**src/rtl/dma_bus_arbiter_pkg.sv**
```systemverilog
// Shared definitions for the DMA bus arbiter: FSM encoding, parameter defaults
// and the I/O address windows also decoded by the DMA block.
package dma_bus_pkg;

  typedef logic [2:0] state_t;

  localparam state_t StCpuOwn  = 3'd0;
  localparam state_t StHoldReq = 3'd1;
  localparam state_t StDmaOwn  = 3'd2;
  localparam state_t StRelease = 3'd3;
  localparam state_t StCpuSlot = 3'd4;

  localparam int unsigned CountWDefault   = 6;
  localparam int unsigned MaxBurstDefault = 16;
  localparam int unsigned CpuSlotDefault  = 4;

  localparam logic [7:0] Io1AddrLo = 8'd192;
  localparam logic [7:0] Io1AddrHi = 8'd223;
  localparam logic [7:0] Io2AddrLo = 8'd224;
  localparam logic [7:0] Io2AddrHi = 8'd255;

  function automatic logic is_io_addr(input logic [7:0] addr);
    return (addr >= Io1AddrLo) && (addr <= Io2AddrHi);
  endfunction

endpackage

```
**src/rtl/dma_bus_arbiter_if.sv**
```systemverilog
// Request/grant and status signals between the DMA engine, processor and arbiter.
interface dma_bus_arbiter_if #(
  parameter int unsigned COUNT_W = 6
);
  logic               dma_req;
  logic [COUNT_W-1:0] dma_count;
  logic               dma_beat;
  logic               io_urgent;
  logic               cpu_ack;
  logic               cpu_hold;
  logic               grant;
  logic               busybus;
  logic [COUNT_W:0]   remaining;
  logic               xfer_done;
  logic               burst_end;
  logic               req_err;

  modport master (
    output dma_req, dma_count, dma_beat, io_urgent, cpu_ack,
    input  cpu_hold, grant, busybus, remaining, xfer_done, burst_end, req_err
  );

  modport slave (
    input  dma_req, dma_count, dma_beat, io_urgent, cpu_ack,
    output cpu_hold, grant, busybus, remaining, xfer_done, burst_end, req_err
  );
endinterface

```
**src/rtl/dma_bus_arbiter_beat_counter.sv**
```systemverilog
// Remaining-word down-counter and per-grant burst up-counter, with the
// look-ahead flags the arbiter FSM needs to decide on the beat edge itself.
module dma_beat_counter #(
  parameter int unsigned COUNT_W   = 6,
  parameter int unsigned MAX_BURST = 16
) (
  input  logic               clock,
  input  logic               reset_n,
  input  logic               load,
  input  logic [COUNT_W-1:0] load_val,
  input  logic               clear,
  input  logic               beat,
  input  logic               burst_clr,
  output logic [COUNT_W:0]   remaining,
  output logic               rem_zero,
  output logic               rem_last,
  output logic               burst_last
);

  localparam int unsigned BurstW = $clog2(MAX_BURST + 1);
  localparam logic [COUNT_W:0]  RemOne    = 1;
  localparam logic [BurstW-1:0] BurstOne  = 1;
  localparam logic [BurstW-1:0] BurstLast = BurstW'(MAX_BURST - 1);

  logic [COUNT_W:0]  rem_q, rem_d;
  logic [BurstW-1:0] burst_q, burst_d;

  always_comb begin
    rem_d = rem_q;
    if (clear) begin
      rem_d = '0;
    end else if (load) begin
      rem_d = {1'b0, load_val};
    end else if (beat && (rem_q != '0)) begin
      rem_d = rem_q - RemOne;
    end

    burst_d = burst_q;
    if (burst_clr) begin
      burst_d = '0;
    end else if (beat) begin
      burst_d = burst_q + BurstOne;
    end
  end

  always_ff @(posedge clock or negedge reset_n) begin
    if (!reset_n) begin
      rem_q   <= '0;
      burst_q <= '0;
    end else begin
      rem_q   <= rem_d;
      burst_q <= burst_d;
    end
  end

  assign remaining  = rem_q;
  assign rem_zero   = (rem_q == '0);
  // "last" flags mean the next accepted beat finishes the job / burst.
  assign rem_last   = (rem_q == RemOne);
  assign burst_last = (burst_q == BurstLast);

endmodule

```
**src/rtl/dma_bus_arbiter.sv**
```systemverilog
// Hands the shared bus between the processor and the DMA engine, capping
// DMA bursts and guaranteeing the processor a slot between grants.
module dma_bus_arbiter
  import dma_bus_pkg::*;
#(
  parameter int unsigned COUNT_W   = CountWDefault,
  parameter int unsigned MAX_BURST = MaxBurstDefault,
  parameter int unsigned CPU_SLOT  = CpuSlotDefault
) (
  input logic              clock,
  input logic              reset_n,
  dma_bus_arbiter_if.slave bus
);

  localparam int unsigned SlotW = $clog2(CPU_SLOT + 1);
  localparam logic [SlotW-1:0] SlotOne  = 1;
  localparam logic [SlotW-1:0] SlotLast = SlotW'(CPU_SLOT - 1);

  state_t           state_q, state_d;
  logic             hold_q, hold_d;
  logic             grant_q, grant_d;
  logic             xfer_done_q, xfer_done_d;
  logic             burst_end_q, burst_end_d;
  logic             req_err_q, req_err_d;
  logic [SlotW-1:0] slot_q, slot_d;

  logic             cnt_load, cnt_clear, beat_en, burst_clr;
  logic             rem_zero, rem_last, burst_last;
  logic [COUNT_W:0] remaining;

  dma_beat_counter #(
    .COUNT_W   (COUNT_W),
    .MAX_BURST (MAX_BURST)
  ) u_beat_counter (
    .clock      (clock),
    .reset_n    (reset_n),
    .load       (cnt_load),
    .load_val   (bus.dma_count),
    .clear      (cnt_clear),
    .beat       (beat_en),
    .burst_clr  (burst_clr),
    .remaining  (remaining),
    .rem_zero   (rem_zero),
    .rem_last   (rem_last),
    .burst_last (burst_last)
  );

  always_comb begin
    state_d     = state_q;
    hold_d      = hold_q;
    grant_d     = grant_q;
    slot_d      = slot_q;
    xfer_done_d = 1'b0;
    burst_end_d = 1'b0;
    req_err_d   = 1'b0;
    cnt_load    = 1'b0;
    cnt_clear   = 1'b0;
    beat_en     = 1'b0;
    burst_clr   = 1'b0;

    case (state_q)
      StCpuOwn: begin
        if (rem_zero) begin
          if (bus.dma_req) begin
            if (bus.dma_count != '0) begin
              cnt_load = 1'b1;
              hold_d   = 1'b1;
              state_d  = StHoldReq;
            end else begin
              req_err_d = 1'b1;
            end
          end
        end else if (bus.dma_req) begin
          // Resume a split job; the latched count is kept.
          hold_d  = 1'b1;
          state_d = StHoldReq;
        end else begin
          cnt_clear = 1'b1;
        end
      end
      StHoldReq: begin
        if (bus.cpu_ack) begin
          grant_d   = 1'b1;
          burst_clr = 1'b1;
          state_d   = StDmaOwn;
        end else if (!bus.dma_req) begin
          hold_d    = 1'b0;
          cnt_clear = 1'b1;
          state_d   = StCpuOwn;
        end
      end
      StDmaOwn: begin
        if (bus.dma_beat) begin
          beat_en = 1'b1;
          if (rem_last) begin
            xfer_done_d = 1'b1;
            grant_d     = 1'b0;
            state_d     = StRelease;
          end else if (burst_last) begin
            burst_end_d = 1'b1;
            grant_d     = 1'b0;
            state_d     = StRelease;
          end
        end
      end
      StRelease: begin
        hold_d  = 1'b0;
        slot_d  = '0;
        state_d = StCpuSlot;
      end
      StCpuSlot: begin
        slot_d = slot_q + SlotOne;
        if ((slot_q == SlotLast) || (bus.io_urgent && !rem_zero)) begin
          state_d = StCpuOwn;
        end
      end
      default: begin
        hold_d  = 1'b0;
        grant_d = 1'b0;
        state_d = StCpuOwn;
      end
    endcase
  end

  always_ff @(posedge clock or negedge reset_n) begin
    if (!reset_n) begin
      state_q     <= StCpuOwn;
      hold_q      <= 1'b0;
      grant_q     <= 1'b0;
      slot_q      <= '0;
      xfer_done_q <= 1'b0;
      burst_end_q <= 1'b0;
      req_err_q   <= 1'b0;
    end else begin
      state_q     <= state_d;
      hold_q      <= hold_d;
      grant_q     <= grant_d;
      slot_q      <= slot_d;
      xfer_done_q <= xfer_done_d;
      burst_end_q <= burst_end_d;
      req_err_q   <= req_err_d;
    end
  end

  assign bus.cpu_hold  = hold_q;
  assign bus.grant     = grant_q;
  assign bus.busybus   = grant_q;
  assign bus.remaining = remaining;
  assign bus.xfer_done = xfer_done_q;
  assign bus.burst_end = burst_end_q;
  assign bus.req_err   = req_err_q;

endmodule

```
**src/flat_wrapper.sv**
```systemverilog
// flat-port wrapper written by rule: the top's interface ports become plain ports
module dma_bus_arbiter_flat import dma_bus_pkg::*;
#(
  parameter int unsigned COUNT_W   = CountWDefault,
  parameter int unsigned MAX_BURST = MaxBurstDefault,
  parameter int unsigned CPU_SLOT  = CpuSlotDefault
)
  (clock, reset_n, bus_dma_req, bus_dma_count, bus_dma_beat, bus_io_urgent, bus_cpu_ack, bus_cpu_hold, bus_grant, bus_busybus, bus_remaining, bus_xfer_done, bus_burst_end, bus_req_err);
  dma_bus_arbiter_if #(.COUNT_W(COUNT_W)) bus_i ();
  input logic clock;
  input logic reset_n;
  input wire logic [$bits(bus_i.dma_req)-1:0] bus_dma_req;
  input wire logic [$bits(bus_i.dma_count)-1:0] bus_dma_count;
  input wire logic [$bits(bus_i.dma_beat)-1:0] bus_dma_beat;
  input wire logic [$bits(bus_i.io_urgent)-1:0] bus_io_urgent;
  input wire logic [$bits(bus_i.cpu_ack)-1:0] bus_cpu_ack;
  output wire logic [$bits(bus_i.cpu_hold)-1:0] bus_cpu_hold;
  output wire logic [$bits(bus_i.grant)-1:0] bus_grant;
  output wire logic [$bits(bus_i.busybus)-1:0] bus_busybus;
  output wire logic [$bits(bus_i.remaining)-1:0] bus_remaining;
  output wire logic [$bits(bus_i.xfer_done)-1:0] bus_xfer_done;
  output wire logic [$bits(bus_i.burst_end)-1:0] bus_burst_end;
  output wire logic [$bits(bus_i.req_err)-1:0] bus_req_err;
  assign bus_i.dma_req = bus_dma_req;
  assign bus_i.dma_count = bus_dma_count;
  assign bus_i.dma_beat = bus_dma_beat;
  assign bus_i.io_urgent = bus_io_urgent;
  assign bus_i.cpu_ack = bus_cpu_ack;
  assign bus_cpu_hold = bus_i.cpu_hold;
  assign bus_grant = bus_i.grant;
  assign bus_busybus = bus_i.busybus;
  assign bus_remaining = bus_i.remaining;
  assign bus_xfer_done = bus_i.xfer_done;
  assign bus_burst_end = bus_i.burst_end;
  assign bus_req_err = bus_i.req_err;
  dma_bus_arbiter #(.COUNT_W(COUNT_W), .MAX_BURST(MAX_BURST), .CPU_SLOT(CPU_SLOT)) u_core (.clock(clock), .reset_n(reset_n), .bus(bus_i));
endmodule
```
**config.mk**
```make
export PLATFORM = sky130hd
export DESIGN_NAME = dma_bus_arbiter_flat
export DESIGN_NICKNAME = d
export VERILOG_FILES = /design/src/rtl/dma_bus_arbiter_pkg.sv /design/src/rtl/dma_bus_arbiter_if.sv /design/src/rtl/dma_bus_arbiter_beat_counter.sv /design/src/rtl/dma_bus_arbiter.sv /design/src/flat_wrapper.sv
export SDC_FILE = /design/constraint.sdc
export NUM_CORES = 1
export LEC_CHECK = 0
export BUFFER_PORTS_ARGS = -buffer_cell sky130_fd_sc_hd__buf_2
export CAP_MARGIN = 10
export CORE_MARGIN = 5
export CORE_UTILIZATION = 40
export CTS_BUF_LIST = sky130_fd_sc_hd__clkbuf_16
export DETAILED_ROUTE_END_ITERATION = 10
export GPL_TIMING_DRIVEN = 0
export HOLD_SLACK_MARGIN = 0.03
export PLACE_DENSITY = 0.72
export REMOVE_ABC_BUFFERS = 1
export SLEW_MARGIN = 20
export SYNTH_ARGS = -nofsm -noshare
export SYNTH_HDL_FRONTEND = slang
export SYNTH_SLANG_ARGS = --single-unit
```
**constraint.sdc**
```tcl
create_clock -name clock -period 2.27 [get_ports clock]
set_input_delay 0 -clock clock [delete_from_list [all_inputs] [get_ports clock]]
set_output_delay 0 -clock clock [all_outputs]
set_load 0.02 [all_outputs]
```
==> qor.txt <==
Hold Violations, Final: 0
CTS tree: built
# IOs: 25
core area: 3337 µm²
CP Capture Type: flop
Max Freq: 0.4774 GHz
Synth Area in Compound Gates: 19.05%
Hold Path Class: in2reg
chip width: 68.58 µm
Max FO, Critical Path: 15
cts bufs inserted: 3
total negative slack: 0 ps
total number of vias: 1152
XOR/XNOR Fraction of Synth Area: 1.914%
most common cell after layout, fill and taps aside: buf_2
part of the Yosys area used for sequential elements: 41.93%
grt total ovfl: 0
vias in the first global route: 1205
Cell Rows: 21
outcome: complete, no violations
pwr dens: 1256 nW/µm²
DRC: 0
overall routing resource usage: 14.61%
Pleak: 0.7881 nW
initial antenna violation count: 0
DP Wirelength: 2.114 mm
final wirelength: 2.848 mm
CP cell instances: nor4b_1 > and4_1 > a21oi_2 > and2_4 > a221o_1
Final Cycle Share: 92.27%
Mapped Area: 1373 µm²
Antenna Diode Count: 0
TritonRoute pass-1 iters: 4
RSZ-0062 raised after global routing: false
Setup violations, final: 0
NumNets Final: 191
utilization of the core after routing: 49.01%
share of layout cells above drive strength 1: 21.05%
# fillers: 305
Yosys cell types: 47
Die ar.: 4703 µm²
area grow syn2layout: 19.14%
Top delay family on crit path: simple AND/OR/NAND/NOR gates
count of state elements after synthesis: 23
first-pass GRT wire length: 5.306 mm
H-Tree Depth: 1
skew final: 0.7109 ps
Antenna Nets Post-Route: 0
Peak VDD IR: 0.6819 mV
Post-Synth Simple-Gate Area: 25.16%
PortBufs: 24
Placed Area: 1506 µm²
multiplexer share of the synthesized area: 0.7293%
Critical Path AT: 2230 ps
WP buf/inv: 0
fin area: 1635 µm²
cts repair resizes: 0
CP startpoint kind: flop
Initial Utilization: 41.13%
cells after synthesis: 144
largest family of logic cells by synthesized area: simple AND/OR/NAND/NOR gates
largest net degree at the start of global routing: 24
Final Wtd Congestion: 0.8575
Tmin final: 2094 ps
Mapped Avg Cell Area: 9.532 µm²
WL/cell: 13.12 µm
die height: 68.58 µm
Worst-path clk slew: 60 ps
Sink Count: 23
EDFF count, synth: 0
Initial DRC Count: 76
ys async rst share: 100.0%
Critical Path Max Stage Delay: 540 ps
Root Driver: clkbuf_16
Skew-Pair Late Insertion Delay: 250 ps
Final Slew Violations: 0
Max-cap violations: 0
Via density: 5.309
Slowest-stage cell, CP: dfrtp_1
Required @ worst endpoint: 2410 ps
Slew @ Worst Pin: 605.5 ps
Synth Area in Adders: 6.381%
Worst slew margin: 59.55%
maximum root-to-sink buffer count: 2
ys flop type: dfrtp_1
Yosys Warn Count: 0
most frequent cells in the layout: buf_2 (24), dfrtp_1 (23), nor2_1 (19), nand2_1 (11)
critical path type: reg2reg
==> final timing paths <==
kind / to / cells past startpoint / slack (ps) / start
worst max-delay path: u_core.u_beat_counter.remaining[5] / 5 / 180 / u_core.state_q[1]
worst min-delay path: u_core.u_beat_counter.remaining[4] / 3 / 30 / bus_dma_count[4]
worst max register to register: u_core.u_beat_counter.remaining[5] / 5 / 180 / u_core.state_q[1]
worst min register to register: u_core.bus.cpu_hold / 2 / 510 / u_core.bus.cpu_hold
max in group asynchronous: u_core.bus.cpu_hold / 2 / 1680 / reset_n
min in group asynchronous: u_core.u_beat_counter.burst_q[2] / 2 / 250 / reset_n
==> cells by family after synthesis <==
family | after synthesis
AO/OA/AOI/OAI | 36
XOR/XNOR | 3
adder cells (fa/ha/maj) | 7
buffers and inverters | 12
flip-flops | 23
multiplexers | 1
AND/OR/NAND/NOR | 62
==> where the power goes <==
| group | switching, mW | total [mW] | internal, mW |
|---|---|---|---|
| sequential | 0.200 | 0.736 | 0.536 |
| combinational | 0.527 | 0.940 | 0.412 |
| clock | 0.142 | 0.377 | 0.235 |
==> cell type report <==
cell class | instances | area (µm²) | share of cell area (%)
Sequential cell | 23 | 575.6 | 35.20
Clock buffer | 3 | 75.07 | 4.591
Inverter | 6 | 22.52 | 1.377
Clock inverter | 1 | 3.754 | 0.2295
Multi-Input combinational cell | 109 | 730.7 | 44.68
Timing Repair Buffer | 29 | 170.2 | 10.41
Tap cell | 46 | 57.56 | 3.520
==> synthesized netlist by cell type (3+ instances only) <==
| cell | n | area (µm²) |
|---|---|---|
| xor2_1 | 3 | 26.28 |
| a221o_1 | 3 | 30.03 |
| a31oi_1 | 3 | 18.77 |
| nor3_1 | 5 | 25.02 |
| inv_1 | 6 | 22.52 |
| a21oi_1 | 6 | 30.03 |
| a221oi_1 | 3 | 26.28 |
| dfrtp_1 | 23 | 575.6 |
| nand2b_1 | 3 | 18.77 |
| nor2b_1 | 4 | 25.02 |
| a21o_1 | 3 | 22.52 |
| nor2_1 | 19 | 71.32 |
| ha_1 | 7 | 87.58 |
| o21ai_0 | 5 | 25.02 |
| and3_1 | 3 | 18.77 |
| nand2_1 | 11 | 41.29 |
==> stage by stage <==
stage	setup WS, ps	hold WS, ps	std cells	power (mW)
floorplan	441.8	-295.6	138	1.418
global placement	270.3	-5.359	208	1.641
detailed placement	223.8	11.05	208	1.674
finish	175.5	34.23	217	2.053
global route	47.66	60.23	217	2.250
CTS	152.0	32.82	217	2.072
==> flip-flops by register name, summed over array words and instances, names as in the netlist <==
name / flops
u_core.bus.burst_end: 1
u_core.bus.busybus: 1
u_core.bus.cpu_hold: 1
u_core.bus.req_err: 1
u_core.bus.xfer_done: 1
u_core.slot_q: 3
u_core.state_q: 3
u_core.u_beat_counter.burst_q: 5
u_core.u_beat_counter.remaining: 7
==> per-layer routing <==
layer | track usage (%) | routed length [µm] | vias up | part of all wire, %
met5 | 0 | 0 | - | 0
met4 | 2.233 | 4 | 0 | 0.14
met3 | 4.052 | 151 | 2 | 5.3
met2 | 24.08 | 1293 | 27 | 45
met1 | 19.37 | 1398 | 542 | 49
li1 | - | - | 581 | -
==> repair_timing <==
item | in CTS | in global routing
setup buffers | 0 | 0
endpoints found under the hold margin | 27 | 0
hold buffers | 5 | 0
==> tightest hold or removal path, cell delays in order <==
cell and delay, ps:
buf_2 90, a22oi_1 70, o21ai_0 90
Power figures use the tool's default switching activity.
